[src/rtl/cmd_transmitter_pkg.sv]
// cmd_transmitter_pkg: command word layout, section codes and FSM encoding
package cmd_transmitter_pkg;
  localparam logic [1:0] SECTION_MEM = 2'b00;
  localparam logic [1:0] SECTION_DOT = 2'b01;
  localparam logic [1:0] SECTION_CFG = 2'b10;
  localparam logic [1:0] SECTION_RUN = 2'b11;
  localparam int CMD_W    = 32;
  localparam int SEC_LSB  = 30;
  localparam int SEC_W    = 2;
  localparam int TGT_LSB  = 26;
  localparam int TGT_W    = 4;
  localparam int MASK_LSB = 23;
  localparam int MASK_W   = 3;
  localparam int ADDR_LSB = 16;
  localparam int ADDR_W   = 7;
  localparam int DATA_LSB = 0;
  localparam int DATA_W   = 16;
  typedef enum logic [1:0] {ST_IDLE, ST_SETUP, ST_LATCH, ST_GAP} state_e;
  typedef struct packed {
    logic [SEC_W-1:0]  section;
    logic [TGT_W-1:0]  target;
    logic [MASK_W-1:0] mask;
    logic [ADDR_W-1:0] addr;
    logic [DATA_W-1:0] data;
    logic              broadcast;
  } req_t;
  function automatic logic [CMD_W-1:0] pack_cmd(input req_t r, input logic [TGT_W-1:0] tgt);
    pack_cmd = {r.section, tgt, r.mask, r.addr, r.data};
  endfunction
endpackage

[src/rtl/cmd_transmitter_fifo.sv]
// cmd_fifo: synchronous FIFO with occupancy count and async active-low reset
module cmd_fifo #(
  parameter int W     = 33,
  parameter int DEPTH = 4,
  localparam int AW   = $clog2(DEPTH)
) (
  input  logic          clock,
  input  logic          reset_n,
  input  logic          push,
  input  logic          pop,
  input  logic [W-1:0]  wdata,
  output logic [W-1:0]  rdata,
  output logic          full,
  output logic          empty,
  output logic [AW:0]   count
);
  logic [W-1:0]  mem_q [DEPTH];
  logic [AW-1:0] wr_q, rd_q;
  logic [AW:0]   cnt_q;
  logic          do_push, do_pop;
  assign full    = cnt_q == (AW+1)'(DEPTH);
  assign empty   = cnt_q == '0;
  assign count   = cnt_q;
  assign rdata   = mem_q[rd_q];
  assign do_push = push && !full;
  assign do_pop  = pop && !empty;
  always_ff @(posedge clock or negedge reset_n) begin
    if (!reset_n) begin
      wr_q  <= '0;
      rd_q  <= '0;
      cnt_q <= '0;
    end else begin
      if (do_push) wr_q <= wr_q + 1'b1;
      if (do_pop) rd_q <= rd_q + 1'b1;
      cnt_q <= cnt_q + (AW+1)'(do_push) - (AW+1)'(do_pop);
    end
  end
  // storage needs no reset: a flush only clears the pointers
  always_ff @(posedge clock) begin
    if (do_push) mem_q[wr_q] <= wdata;
  end
endmodule

[src/rtl/cmd_transmitter.sv]
// cmd_transmitter: buffers host command requests and strobes them out as packed words
module cmd_transmitter
  import cmd_transmitter_pkg::*;
#(
  parameter int NUM_OF_DRIVERS = 16,
  parameter int FIFO_DEPTH     = 4,
  parameter int LATCH_CYCLES   = 2,
  parameter int GAP_CYCLES     = 2
) (
  input  logic        clock,
  input  logic        reset_n,
  input  logic        req_valid,
  output logic        req_ready,
  input  logic [1:0]  req_section,
  input  logic [3:0]  req_target,
  input  logic [2:0]  req_mask,
  input  logic [6:0]  req_addr,
  input  logic [15:0] req_data,
  input  logic        req_broadcast,
  output logic [31:0] cmd_data,
  output logic        latch_data,
  output logic        busy,
  output logic [15:0] issued_count
);
  localparam int AW = $clog2(FIFO_DEPTH);
  req_t              wr_req, head;
  logic              fifo_full, fifo_empty, pop;
  logic [AW:0]       fifo_count;
  logic              head_bc;
  logic [CMD_W-1:0]  head_cmd;
  state_e            state_q, state_d;
  logic [7:0]        cnt_q, cnt_d;
  logic [TGT_W-1:0]  bc_q, bc_d;
  logic              bc_act_q, bc_act_d;
  logic [CMD_W-1:0]  cmd_q, cmd_d;
  logic              latch_q;
  logic [15:0]       issued_q, issued_d;
  assign wr_req = {req_section, req_target, req_mask, req_addr, req_data, req_broadcast};
  cmd_fifo #(.W($bits(req_t)), .DEPTH(FIFO_DEPTH)) u_fifo (
    .clock   (clock),
    .reset_n (reset_n),
    .push    (req_valid && req_ready),
    .pop     (pop),
    .wdata   (wr_req),
    .rdata   (head),
    .full    (fifo_full),
    .empty   (fifo_empty),
    .count   (fifo_count)
  );
  assign req_ready    = !fifo_full;
  assign busy         = fifo_count != '0 || state_q != ST_IDLE;
  assign cmd_data     = cmd_q;
  assign latch_data   = latch_q;
  assign issued_count = issued_q;
  // run commands carry a control state in the target field, so they never expand
  assign head_bc  = head.broadcast && head.section != SECTION_RUN;
  assign head_cmd = pack_cmd(head, head_bc ? '0 : head.target);
  always_comb begin
    state_d  = state_q;
    cnt_d    = cnt_q;
    bc_d     = bc_q;
    bc_act_d = bc_act_q;
    cmd_d    = cmd_q;
    issued_d = issued_q;
    pop      = 1'b0;
    unique case (state_q)
      ST_IDLE: if (!fifo_empty) begin
        pop      = 1'b1;
        cmd_d    = head_cmd;
        bc_act_d = head_bc;
        bc_d     = '0;
        state_d  = ST_SETUP;
      end
      ST_SETUP: begin
        cnt_d   = '0;
        state_d = ST_LATCH;
      end
      ST_LATCH: if (cnt_q == 8'(LATCH_CYCLES - 1)) begin
        cnt_d    = '0;
        issued_d = issued_q + 1'b1;
        state_d  = ST_GAP;
      end else cnt_d = cnt_q + 1'b1;
      ST_GAP: if (cnt_q == 8'(GAP_CYCLES - 1)) begin
        if (bc_act_q && bc_q != TGT_W'(NUM_OF_DRIVERS - 1)) begin
          bc_d                         = bc_q + 1'b1;
          cmd_d[TGT_LSB +: TGT_W]      = bc_q + 1'b1;
          state_d                      = ST_SETUP;
        end else if (!fifo_empty) begin
          pop      = 1'b1;
          cmd_d    = head_cmd;
          bc_act_d = head_bc;
          bc_d     = '0;
          state_d  = ST_SETUP;
        end else begin
          bc_act_d = 1'b0;
          state_d  = ST_IDLE;
        end
      end else cnt_d = cnt_q + 1'b1;
      default: state_d = ST_IDLE;
    endcase
  end
  always_ff @(posedge clock or negedge reset_n) begin
    if (!reset_n) begin
      state_q  <= ST_IDLE;
      cnt_q    <= '0;
      bc_q     <= '0;
      bc_act_q <= 1'b0;
      cmd_q    <= '0;
      latch_q  <= 1'b0;
      issued_q <= '0;
    end else begin
      state_q  <= state_d;
      cnt_q    <= cnt_d;
      bc_q     <= bc_d;
      bc_act_q <= bc_act_d;
      cmd_q    <= cmd_d;
      latch_q  <= state_d == ST_LATCH;
      issued_q <= issued_d;
    end
  end
endmodule

[config.mk]
export PLATFORM = sky130hd
export DESIGN_NAME = cmd_transmitter
export DESIGN_NICKNAME = d
export VERILOG_FILES = /design/src/rtl/cmd_transmitter_pkg.sv /design/src/rtl/cmd_transmitter_fifo.sv /design/src/rtl/cmd_transmitter.sv
export SDC_FILE = /design/constraint.sdc
export NUM_CORES = 1
export LEC_CHECK = 0
export ABC_CLOCK_PERIOD_IN_PS = 4100
export CORE_ASPECT_RATIO = 1.5
export CORE_MARGIN = 4
export CORE_UTILIZATION = 56
export DETAILED_ROUTE_END_ITERATION = 7
export HOLD_SLACK_MARGIN = 0.05
export PLACE_DENSITY = 0.8
export SLEW_MARGIN = 15
export SYNTH_ARGS = -nofsm -noshare
export SYNTH_HDL_FRONTEND = slang
export SYNTH_SLANG_ARGS = --single-unit
[constraint.sdc]
create_clock -name clock -period 4.1 [get_ports clock]
set_input_delay 0.82 -clock clock [delete_from_list [all_inputs] [get_ports clock]]
set_output_delay 0.82 -clock clock [all_outputs]
set_load 0.005 [all_outputs]
# Word-level counts from Yosys, hierarchy flattened
# Memory sizes are Yosys's and may differ from the RTL's.
# Index checks and enable logic that the tools add are counted.
[totals] regBits=71 ram_bits=132 n_memories=1
[memory_table] memory="u_fifo.mem_q" words=4 word_bits=33 rd=1 rd_ports_with_merged_regs=0 write_ports=1 line_no="cmd_transmitter_fifo.sv:17" text="logic [W-1:0] mem_q [DEPTH];"
[classes] addsub=7 eq_ne=12 muxes=31 reduce_logical=19
[op_table] cell="$mux 32" n=2
[op_table] cell="$pmux 32 s2" n=1
[op_table] cell="$mux 26" n=1
[op_table] cell="$pmux 8 s3" n=1
[op_table] cell="$mux 4" n=5
[op_table] cell="$add 16x1->16 const B" n=1
[op_table] cell="$mux 8" n=2
[op_table] cell="$mux 1" n=11
[op_table] cell="$ne 2x2->1 const B" n=5
[op_table] cell="$add 8x1->8 const B" n=1
[op_table] cell="$eq 8x1->1 const B" n=1
[op_table] cell="$mux 2" n=4
[op_table] cell="$pmux 2 s4" n=1
[op_table] cell="$pmux 4 s2" n=1
[op_table] cell="$eq 2x2->1 const B" n=3
[op_table] cell="$reduce_and 2->1" n=3
[op_table] cell="$reduce_bool 3->1" n=2
[op_table] cell="$logic_and 1x1->1" n=5
[op_table] cell="$add 2x1->2 const B" n=2
[op_table] cell="$add 4x1->4 const B" n=1
[op_table] cell="$ne 4x4->1 const B" n=1
[op_table] cell="$pmux 1 s2" n=2
[op_table] cell="$reduce_and 4->1" n=1
[op_table] cell="$reduce_bool 2->1" n=2
[op_table] cell="9 further kinds" n=10

# Logic depth before layout (Yosys ltp)
# Gate-level depths: netlist of the first run.
# An unclocked memory read counts as a cell.
[depth] depth_word=8 ltp_mapped=13 ltp_nobuf=12

# Hierarchy
# A second synthesis of the first run with hierarchy kept.
[hier_totals] hier_cells=466 hier_area_um2=8343.0
[by_module_without_submodules] module="cmd_fifo" instances=1 cells_per_inst=215 area_per_inst_um2=5272.6 seq_area_each_um2=4139.0
[by_module_without_submodules] module="cmd_transmitter" instances=1 cells_per_inst=251 area_per_inst_um2=3070.4 seq_area_each_um2=1601.5

# Worst setup path after synthesis of the first run
# Ideal clock, no wire load.
[synth_path] kind="register -> register" startpoint="reg cnt_q[0]" endpoint="reg u_fifo.cnt_q[2] (netlist: u_fifo.count[2])" setup_ns=0.080 arrival_ns=2.827 required_time_ns=4.020 path_slack_ns=1.193 path_stages_with_launch=13 n_path_buf=1 path_cell_list="dfrtp_1 -> ha_1 -> or3b_2 -> buf_4 -> a2111oi_4 -> o21a_1 -> ha_1 -> inv_1 -> ha_1 -> inv_1 -> fa_1 -> xnor2_1 -> xnor2_1"
[synth_between] elab_chain_cells=5
[synth_rtl] element="start, declared" line_no="cmd_transmitter.sv:32" text="logic [7:0] cnt_q, cnt_d;"
[synth_rtl] element="start signal, assigned" line_no="cmd_transmitter.sv:113" text="cnt_q <= cnt_d;"
[synth_rtl] element="$eq 8x1->1" line_no="cmd_transmitter.sv:83" text="ST_GAP: if (cnt_q == 8'(GAP_CYCLES - 1)) begin"
[synth_rtl] element="$mux 1" line_no="cmd_transmitter.sv:83"
[synth_rtl] element="$pmux 1 s2" line_no="cmd_transmitter.sv:66" text="unique case (state_q)"
[synth_rtl] element="$logic_and 1x1->1" line_no="cmd_transmitter_fifo.sv:26" text="assign do_pop = pop && !empty;"
[synth_rtl] element="net u_fifo.do_pop" line_no="cmd_transmitter_fifo.sv:20" text="logic do_push, do_pop;"
[synth_rtl] element="$sub 3x1->3" line_no="cmd_transmitter_fifo.sv:35" text="cnt_q <= cnt_q + (AW+1)'(do_push) - (AW+1)'(do_pop);"
[synth_rtl] element="end signal, assigned" line_no="cmd_transmitter_fifo.sv:35"
[synth_rtl] element="end, declared" line_no="cmd_transmitter_fifo.sv:19" text="logic [AW:0] cnt_q;"
# The timed path passes the listed nets, and every way through them passes these cells.
# A chain may end at the register's enable or synchronous reset.

# Worst setup path after layout of the first run
# Ends and elaborated chain as after synthesis.

==> results of run 1 <==
==> cells in the mapped netlist, types with 2 or more instances <==
| library cell | number |
|---|---|
| o211ai_1 | 2 |
| xnor2_1 | 20 |
| mux2_2 | 21 |
| nand2b_1 | 2 |
| nand4b_1 | 2 |
| dfrtp_1 | 71 |
| buf_4 | 3 |
| o21ai_0 | 6 |
| ha_1 | 15 |
| buf_2 | 4 |
| nand4_1 | 6 |
| and3_1 | 7 |
| inv_1 | 14 |
| mux4_2 | 33 |
| edfxtp_1 | 132 |
| nand3_1 | 12 |
| clkbuf_1 | 7 |
| nand2_1 | 16 |
| nor2_1 | 18 |
| a221o_1 | 3 |
| nor3_1 | 5 |
| a21oi_1 | 7 |
| nor4_4 | 2 |
| a21o_1 | 4 |
| a21boi_0 | 2 |
| xor2_1 | 7 |
| buf_6 | 2 |
| mux2_1 | 9 |
==> path summary, 6_finish.rpt <==
path,startpoint,endpoint,slack [ns],cells past startpoint
max in group asynchronous,reset_n,u_fifo.rd_q[0]$_DFFE_PN0P_,2.89,1
hold / removal,issued_count[15]$_DFFE_PN0P_,issued_count[15]$_DFFE_PN0P_,0.47,1
min in group asynchronous,reset_n,cmd_data[21]$_DFFE_PN0P_,0.49,1
setup reg to reg,cnt_q[0]$_DFFE_PN0P_,u_fifo.count[2]$_DFF_PN0_,0.97,11
hold reg to reg,issued_count[15]$_DFFE_PN0P_,issued_count[15]$_DFFE_PN0P_,0.47,1
setup / recovery,cnt_q[0]$_DFFE_PN0P_,u_fifo.count[2]$_DFF_PN0_,0.97,11
==> area by class of cell <==
type / count / area [um^2]
clock buffers: 26 / 521.8
clock inverters: 7 / 70.07
fillers: 1001 / 4609
inverters: 14 / 52.55
multi-input cells: 229 / 2344
flip-flops and latches: 203 / 5743
well taps: 196 / 245.2
repair buffers: 88 / 873.3
==> power by group through the flow <==
stage,clock [W],sequential (W),combinational [W]
after detailed placement,0,0.00317,0.00222
after floorplan,0,0.00298,0.00153
final,0.00167,0.00312,0.00222
after CTS,0.00170,0.00314,0.00226
after global routing,0.00179,0.00320,0.00242
after global placement,0,0.00314,0.00215
==> cells in the final DEF (no fill, tap or decap), drive strengths merged, types with 3 or more instances in the layout <==
cell / n
ha: 15
dfrtp: 71
nand2: 16
xor2: 7
a21oi: 8
edfxtp: 132
mux4: 33
and3: 7
clkdlybuf4s50: 85
buf: 3
nor2: 19
nand4: 6
mux2: 30
a221o: 3
nand3: 12
o21ai: 6
nor3: 7
clkinv: 5
inv: 14
clkbuf: 26
a21o: 4
xnor2: 20
==> metal layers <==
metal,track usage,part of all wire
met5,0,0
met4,0.05424,0.019
met3,0.03013,0.036
met2,0.3643,0.55
met1,0.2415,0.39
==> kinds of logic after synthesis <==
family | Yosys count | share of synthesized area
AO/OA/AOI/OAI | 40 | 0.03808
adder cells (fa/ha/maj) | 16 | 0.02528
multiplexers | 64 | 0.1328
buffers and inverters | 31 | 0.01797
flip-flops | 203 | 0.6988
XOR/XNOR | 27 | 0.02879
AND/OR/NAND/NOR | 82 | 0.05833
==> flip-flops by register name, indices dropped and copies added (netlist names), 3 cells and up <==
name          count
u_fifo.mem_q    132
bc_q              4
u_fifo.count      3
cnt_q             8
cmd_data         32
issued_count     16
==> metrics by stage <==
| stage | total power (W) | setup WS (ns) | area, um^2 |
|---|---|---|---|
| 2_1_floorplan | 0.004506 | 1.193 | 8215 |
| 3_3_place_gp | 0.005288 | 1.060 | 9258 |
| 3_5_place_dp | 0.005388 | 0.9765 | 9258 |
| 4_1_cts | 0.007100 | 0.9733 | 9849 |
| 5_1_grt | 0.007402 | 0.7972 | 9849 |
| 6_report | 0.007014 | 0.9694 | 9849 |
==> impl_metrics.sql, run 1 <==
INSERT INTO impl_metrics (metric_group, metric, value, unit) VALUES
('logic_synthesis', 'synthesis.nets', '515', ''),
('setup_path', 'timing.critical_path.mode_cell', 'ha_1', ''),
('pwr', 'share_seq_of_total_power', '0.445', ''),
('pwr', 'clkPwrFrac', '0.238', ''),
('clocking', 'cts.reportedPaths.clkPinSlew', '0.06', 'ns'),
('detailed_routing', 'avgRoutedWirePerCell', '20.64', 'um'),
('final_layout', 'diodes', '0', ''),
('pwr', 'p_sw_frac', '0.3018', ''),
('setup_path', 'cp_cell_sequence', 'ha_1 -> or3b_2 -> a2111oi_4 -> o21a_1 -> ha_1 -> inv_1 -> ha_1 -> inv_1 -> fa_1 -> xnor2_1 -> xnor2_1', ''),
('final_layout', 'area.growth.synth_to_final', '19.89', '%'),
('timing', 'tightestPinTransition', '0.9694', 'ns'),
('grt', 'gr-total-overflow', '0', ''),
('clocking', 'ctsLongestPathBuffers', '3', ''),
('pwr', 'internal-power', '0.004897', 'W'),
('logic_synthesis', 'yosys.cell_types.count', '59', ''),
('logic_synthesis', 'synthesis.area', '8215', 'um^2'),
('final_layout', 'final_cells', '763', ''),
('floorplan', 'io_pins', '87', ''),
('clocking', 'cts.hold.buffers_added', '0', ''),
('grt', 'global_route_wire_length_before_repair', '25670', 'um'),
('floorplan', 'die_h', '156.3', 'um'),
('pwr', 'ir_drop', '0.5220', 'mV'),
('floorplan', 'initial_utilization', '0.5682', ''),
('clocking', 'cts_htree_levels', '1', ''),
('final_layout', 'drive_gt1_frac', '0.1799', ''),
('detailed_routing', 'antenna_left', '0', ''),
('clocking', 'cts_tree', 'built', ''),
('clocking', 'cts_repair_resize_count', '0', ''),
('detailed_routing', 'drt-initial-drc-count', '185', ''),
('setup_path', 'crit_required', '4.49', 'ns'),
('placed_design', 'portBuffers', '86', ''),
('timing', 'fin_worst_skew', '0.009478', 'ns'),
('setup_path', 'worst_path_max_delay_cell', 'or3b_2', ''),
('clocking', 'worst_skew_pair.late_latency', '0.47', 'ns'),
('timing', 'final.setup.tns', '0', 'ns'),
('timing', 'setup_viol_count_final', '0', ''),
('setup_path', 'timing_worst_setup_path_type', 'reg -> reg', ''),
('floorplan', 'rows', '54', ''),
('placed_design', 'place.detailed.hpwl', '9764', 'um'),
('grt', 'grt_start_max_net_pins', '72', ''),
('setup_path', 'cpLargestDelayFamily', 'adder cells', ''),
('final_layout', 'postLayoutCoreUtil', '0.6812', ''),
('logic_synthesis', 'netlist_top_cells_area', 'edfxtp_1 (48%), dfrtp_1 (22%), mux4_2 (9.0%)', ''),
('timing', 'drv_slew', '0', ''),
('logic_synthesis', 'post_synthesis_cell_type_with_the_largest_combined_area', 'edfxtp_1', ''),
('setup_path', 'critPathArrivalTime', '3.52', 'ns'),
('floorplan', 'design.die.area', '16710', 'um^2'),
('timing', 'hold_viol_final', '0', ''),
('run_status', 'outcome', 'finished clean', ''),
('logic_synthesis', 'syn_area_per_cell', '17.74', 'um^2'),
('setup_path', 'peak_fanout_along_the_critical_path', '8', ''),
('clocking', 'clock_sinks', '203', ''),
('pwr', 'netSwitchingPower', '0.002117', 'W'),
('grt', 'antenna_found_initial', '0', ''),
('grt', 'grt_pass1_vias', '4739', ''),
('placed_design', 'place.gp.congestion', '0.8684', ''),
('detailed_routing', 'drtPass1Iterations', '4', ''),
('placed_design', 'place.detailed.instances', '730', ''),
('clocking', 'clockRootBuffer', 'clkbuf_16', ''),
('logic_synthesis', 'synth_sequential_area_ratio', '0.6988', ''),
('pwr', 'comb_power_share', '0.316', ''),
('logic_synthesis', 'post_synth_inst_count', '463', ''),
('clocking', 'cts_made_buffers', '19', ''),
('setup_path', 'setup.worst_path.start_class', 'flop', ''),
('timing', 'highest_achievable_clock_rate', '319.4', 'MHz'),
('timing', 'maxSlewHeadroom', '0.3537', ''),
('timing', 'final_period_minus_worst_setup_slack', '3.131', 'ns'),
('setup_path', 'end_kind', 'flop', ''),
('logic_synthesis', 'synth_edf_count', '132', ''),
('timing', 'finalCritPeriodShare', '0.7636', ''),
('logic_synthesis', 'synth-warning-count', '0', '');
Note: power is estimated with default switching activity, not from simulation.
==> run 2: changes to the inputs <==
--- a/config.mk
+++ b/config.mk
@@ -5,13 +5,13 @@
 export SDC_FILE = /design/constraint.sdc
 export NUM_CORES = 1
 export LEC_CHECK = 0
-export ABC_CLOCK_PERIOD_IN_PS = 4100
+export ABC_CLOCK_PERIOD_IN_PS = 2500
 export CORE_ASPECT_RATIO = 1.5
 export CORE_MARGIN = 4
-export CORE_UTILIZATION = 56
+export CORE_UTILIZATION = 51
 export DETAILED_ROUTE_END_ITERATION = 7
 export HOLD_SLACK_MARGIN = 0.05
-export PLACE_DENSITY = 0.8
+export PLACE_DENSITY = 0.77
 export SLEW_MARGIN = 15
 export SYNTH_ARGS = -nofsm -noshare
 export SYNTH_HDL_FRONTEND = slang
==> constraint.sdc (replaced) <==
create_clock -name clock -period 2.5 [get_ports clock]
set_input_delay 0.5 -clock clock [delete_from_list [all_inputs] [get_ports clock]]
set_output_delay 0.5 -clock clock [all_outputs]
set_load 0.005 [all_outputs]
==> run 2 against run 1 <==
- final cell count is 5.5% higher
- cell area is 3.4% higher
- worst setup slack worse by 1.2 ns
- worst hold slack worse by 0.42 ns
- clock skew is 0.010 ns higher
- the flow now finishes with violations (negative setup slack)
- register-to-register slack worse by 1.2 ns
- clock power is 56% higher
- highest routed layer unchanged
- sequential power is 59% higher
- largest power group unchanged
- critical path depth is 1 lower
- via count is 3.0% higher
- fmax is 16% higher
- combinational power is 90% higher
==> impl_metrics.sql, run 2 (synthesis gave the netlist of run 1 again) <==
INSERT INTO impl_metrics (metric_group, metric, value, unit) VALUES
('clocking', 'cts_tree', 'built', ''),
('setup_path', 'end_kind', 'flop', ''),
('setup_path', 'rrSetupSlack', '-0.20', 'ns'),
('floorplan', 'initial_utilization', '0.5234', ''),
('final_layout', 'most-common-layout-cells', 'edfxtp_1 (132), clkdlybuf4s50_1 (84), dfrtp_1 (68)', ''),
('placed_design', 'placed_cell_area', '9565', 'um^2'),
('timing', 'final_period_minus_worst_setup_slack', '2.698', 'ns'),
('pwr', 'comb_power_share', '0.359', ''),
('clocking', 'cts_made_buffers', '19', ''),
('setup_path', 'worst_path_max_delay_cell', 'or4_4', ''),
('setup_path', 'critPathArrivalTime', '3.05', 'ns'),
('run_status', 'outcome', 'complete, but fails checks', ''),
('pwr', 'p_sw_frac', '0.3009', ''),
('final_layout', 'final_design_area_no_fill', '10180', 'um^2'),
('placed_design', 'preCtsSetupSlack', '-0.2516', 'ns'),
('clocking', 'clock_sinks', '203', ''),
('grt', 'groute.layer.met3.usage', '0.03113', ''),
('timing', 'setup_viol_count_final', '2', ''),
('setup_path', 'crit_required', '2.85', 'ns'),
('detailed_routing', 'antenna_left', '0', ''),
('timing', 'worst_hold_margin', '0.05300', 'ns'),
('detailed_routing', 'drt-initial-drc-count', '342', ''),
('final_layout', 'drive_gt1_frac', '0.2326', ''),
('grt', 'top_usage_layer', 'met2', ''),
('setup_path', 'worst_setup_path_endpoint', 'u_fifo.count[2]$_DFF_PN0_', ''),
('pwr', 'ir_drop', '0.6997', 'mV'),
('clocking', 'worst_skew_pair.late_latency', '0.48', 'ns'),
('placed_design', 'portBuffers', '86', ''),
('floorplan', 'design.die.area', '18250', 'um^2'),
('grt', 'global_route_wire_length_before_repair', '26190', 'um'),
('clocking', 'cts_htree_levels', '1', ''),
('pwr', 'netSwitchingPower', '0.003543', 'W'),
('clocking', 'clockRootBuffer', 'clkbuf_16', ''),
('setup_path', 'setup.worst_path.start_class', 'flop', ''),
('final_layout', 'largest_register', 'u_fifo.mem_q', ''),
('pwr', 'share_seq_of_total_power', '0.421', ''),
('grt', 'grt_pass1_vias', '4923', ''),
('floorplan', 'coreArea', '15700', 'um^2'),
('setup_path', 'crit_path_start', 'cnt_q[6]$_DFFE_PN0P_', ''),
('detailed_routing', 'drc', '0', ''),
('min_path', 'min-delay-path-class', 'in -> async', ''),
('final_layout', 'number_of_flip_flops_under_the_largest_register_name', '132', ''),
('timing', 'rsz0062_at_grt', 'yes', ''),
('setup_path', 'cell_depth_of_the_worst_flop_to_flop_path', '10', ''),
('final_layout', 'nets', '641', ''),
('grt', 'gr-total-overflow', '0', ''),
('setup_path', 'slowest_delay', '0.54', 'ns'),
('timing', 'hold_viol_final', '0', ''),
('final_layout', 'diodes', '0', ''),
('final_layout', 'area.growth.synth_to_final', '23.96', '%'),
('pwr', 'clkPwrFrac', '0.221', ''),
('timing', 'fin_worst_skew', '0.01975', 'ns'),
('setup_path', 'peak_fanout_along_the_critical_path', '2', ''),
('detailed_routing', 'drtPass1Iterations', '4', ''),
('flow_run', 'cap_viol_max_count', '0', ''),
('clocking', 'ctsLongestPathBuffers', '3', ''),
('setup_path', 'regToRegEndpoint', 'u_fifo.count[2]$_DFF_PN0_', ''),
('timing', 'drv_slew', '0', ''),
('detailed_routing', 'totalWireLength', '16190', 'um'),
('timing', 'layout_setup_ws', '-0.1982', 'ns'),
('grt', 'grt_start_max_net_pins', '54', ''),
('clocking', 'cts.reportedPaths.clkPinSlew', '0.06', 'ns'),
('setup_path', 'timing_worst_setup_path_type', 'reg -> reg', ''),
('setup_path', 'cp_cell_sequence', 'or4_4 -> a2111oi_4 -> o21a_1 -> ha_1 -> inv_1 -> ha_1 -> inv_1 -> fa_2 -> xnor2_2 -> xnor2_1', ''),
('final_layout', 'final_common_cell', 'edfxtp_1', ''),
('setup_path', 'critical_path.reg2reg.startpoint', 'cnt_q[6]$_DFFE_PN0P_', ''),
('placed_design', 'place.detailed.hpwl', '10680', 'um'),
('grt', 'globalRouteMet2Util', '0.3433', ''),
('timing', 'highest_achievable_clock_rate', '370.6', 'MHz'),
('floorplan', 'die_h', '163.4', 'um'),
('timing', 'tightestPinTransition', '0.6960', 'ns'),
('detailed_routing', 'vias', '4493', ''),
('pwr', 'internal-power', '0.008232', 'W'),
('timing', 'maxSlewHeadroom', '0.5360', ''),
('pwr', 'p_leak', '3.760', 'nW'),
('clocking', 'cts.hold.buffers_added', '0', ''),
('run_status', 'failed_checks', 'negative setup slack', ''),
('grt', 'grt_use_met1', '0.2107', ''),
('detailed_routing', 'vias_per_cell', '5.581', ''),
('pwr', 'power-per-cell-area', '1156', 'nW/um^2'),
('floorplan', 'io_pins', '87', ''),
('timing', 'finalCritPeriodShare', '1.079', ''),
('grt', 'antenna_found_initial', '0', ''),
('placed_design', 'place.gp.congestion', '0.8884', ''),
('detailed_routing', 'avgRoutedWirePerCell', '20.12', 'um'),
('final_layout', 'postLayoutCoreUtil', '0.6488', ''),
('grt', 'track_usage', '0.1814', ''),
('floorplan', 'rows', '56', ''),
('floorplan', 'die-width', '111.6', 'um');
==> run 2: worst min-delay path by stage <==
stage / slack (ns) / start / to / cells after the start
2_1_floorplan: 0.20 / reset_n / bc_act_q$_DFFE_PN0P_ / 0
3_3_place_gp: 0.46 / issued_count[15]$_DFFE_PN0P_ / issued_count[15]$_DFFE_PN0P_ / 1
3_5_place_dp: 0.47 / issued_count[15]$_DFFE_PN0P_ / issued_count[15]$_DFFE_PN0P_ / 1
4_1_cts: 0.08 / reset_n / issued_count[12]$_DFFE_PN0P_ / 1
5_1_grt: 0.1 / reset_n / issued_count[12]$_DFFE_PN0P_ / 1
6_report: 0.05 / reset_n / issued_count[12]$_DFFE_PN0P_ / 1
==> run 2: cell type report <==
type	instances	area, um^2
repair buffers	122	1210
fillers	1119	5512
multi-input cells	229	2360
flip-flops and latches	203	5744
clock inverters	10	58.81
well taps	203	254.0
inverters	14	52.55
clock buffers	24	504.2
==> run 2: critical path: cells and delay by family (launching register included) <==
kind / cells / cell delay, ns
XOR/XNOR: 2 / 0.27
buffers and inverters: 2 / 0.11
adder cells (fa/ha/maj): 3 / 0.71
AO/OA/AOI/OAI: 2 / 0.55
flip-flops: 1 / 0.39
AND/OR/NAND/NOR: 1 / 0.54
==> run 2: through the flow <==
| step | instances | setup TNS (ns) | total power, W |
|---|---|---|---|
| final | 805 | -0.3218 | 0.01178 |
| after global routing | 805 | -0.6259 | 0.01245 |
| after CTS | 804 | -0.3092 | 0.01191 |
| after detailed placement | 766 | -0.4400 | 0.009208 |
| after global placement | 766 | -0.2920 | 0.009019 |
| after floorplan | 463 | -0.4198 | 0.007406 |
==> run 2: routing by layer <==
metal  up-vias  wire [um]
li1       2045          -
met1      2314       6168
met2       108       9026
met3        26        664
met4         0        335
met5         -          0
==> run 2: power groups by stage <==
stage | combinational, W | sequential (W) | clock [W]
3_5_place_dp | 0.00418 | 0.00503 | 0
4_1_cts | 0.00428 | 0.00496 | 0.00267
6_report | 0.00422 | 0.00495 | 0.00260
5_1_grt | 0.00459 | 0.00505 | 0.00281
2_1_floorplan | 0.00252 | 0.00489 | 0
3_3_place_gp | 0.00406 | 0.00496 | 0
==> run 2: timing repair <==
item / CTS / global route
setup buffers: 4 / 1
pin swaps: 1 / 0
endpoints found under the hold margin: 0 / 0
resized for setup: 3 / 2
endpoints found under the setup margin: 3 / 3
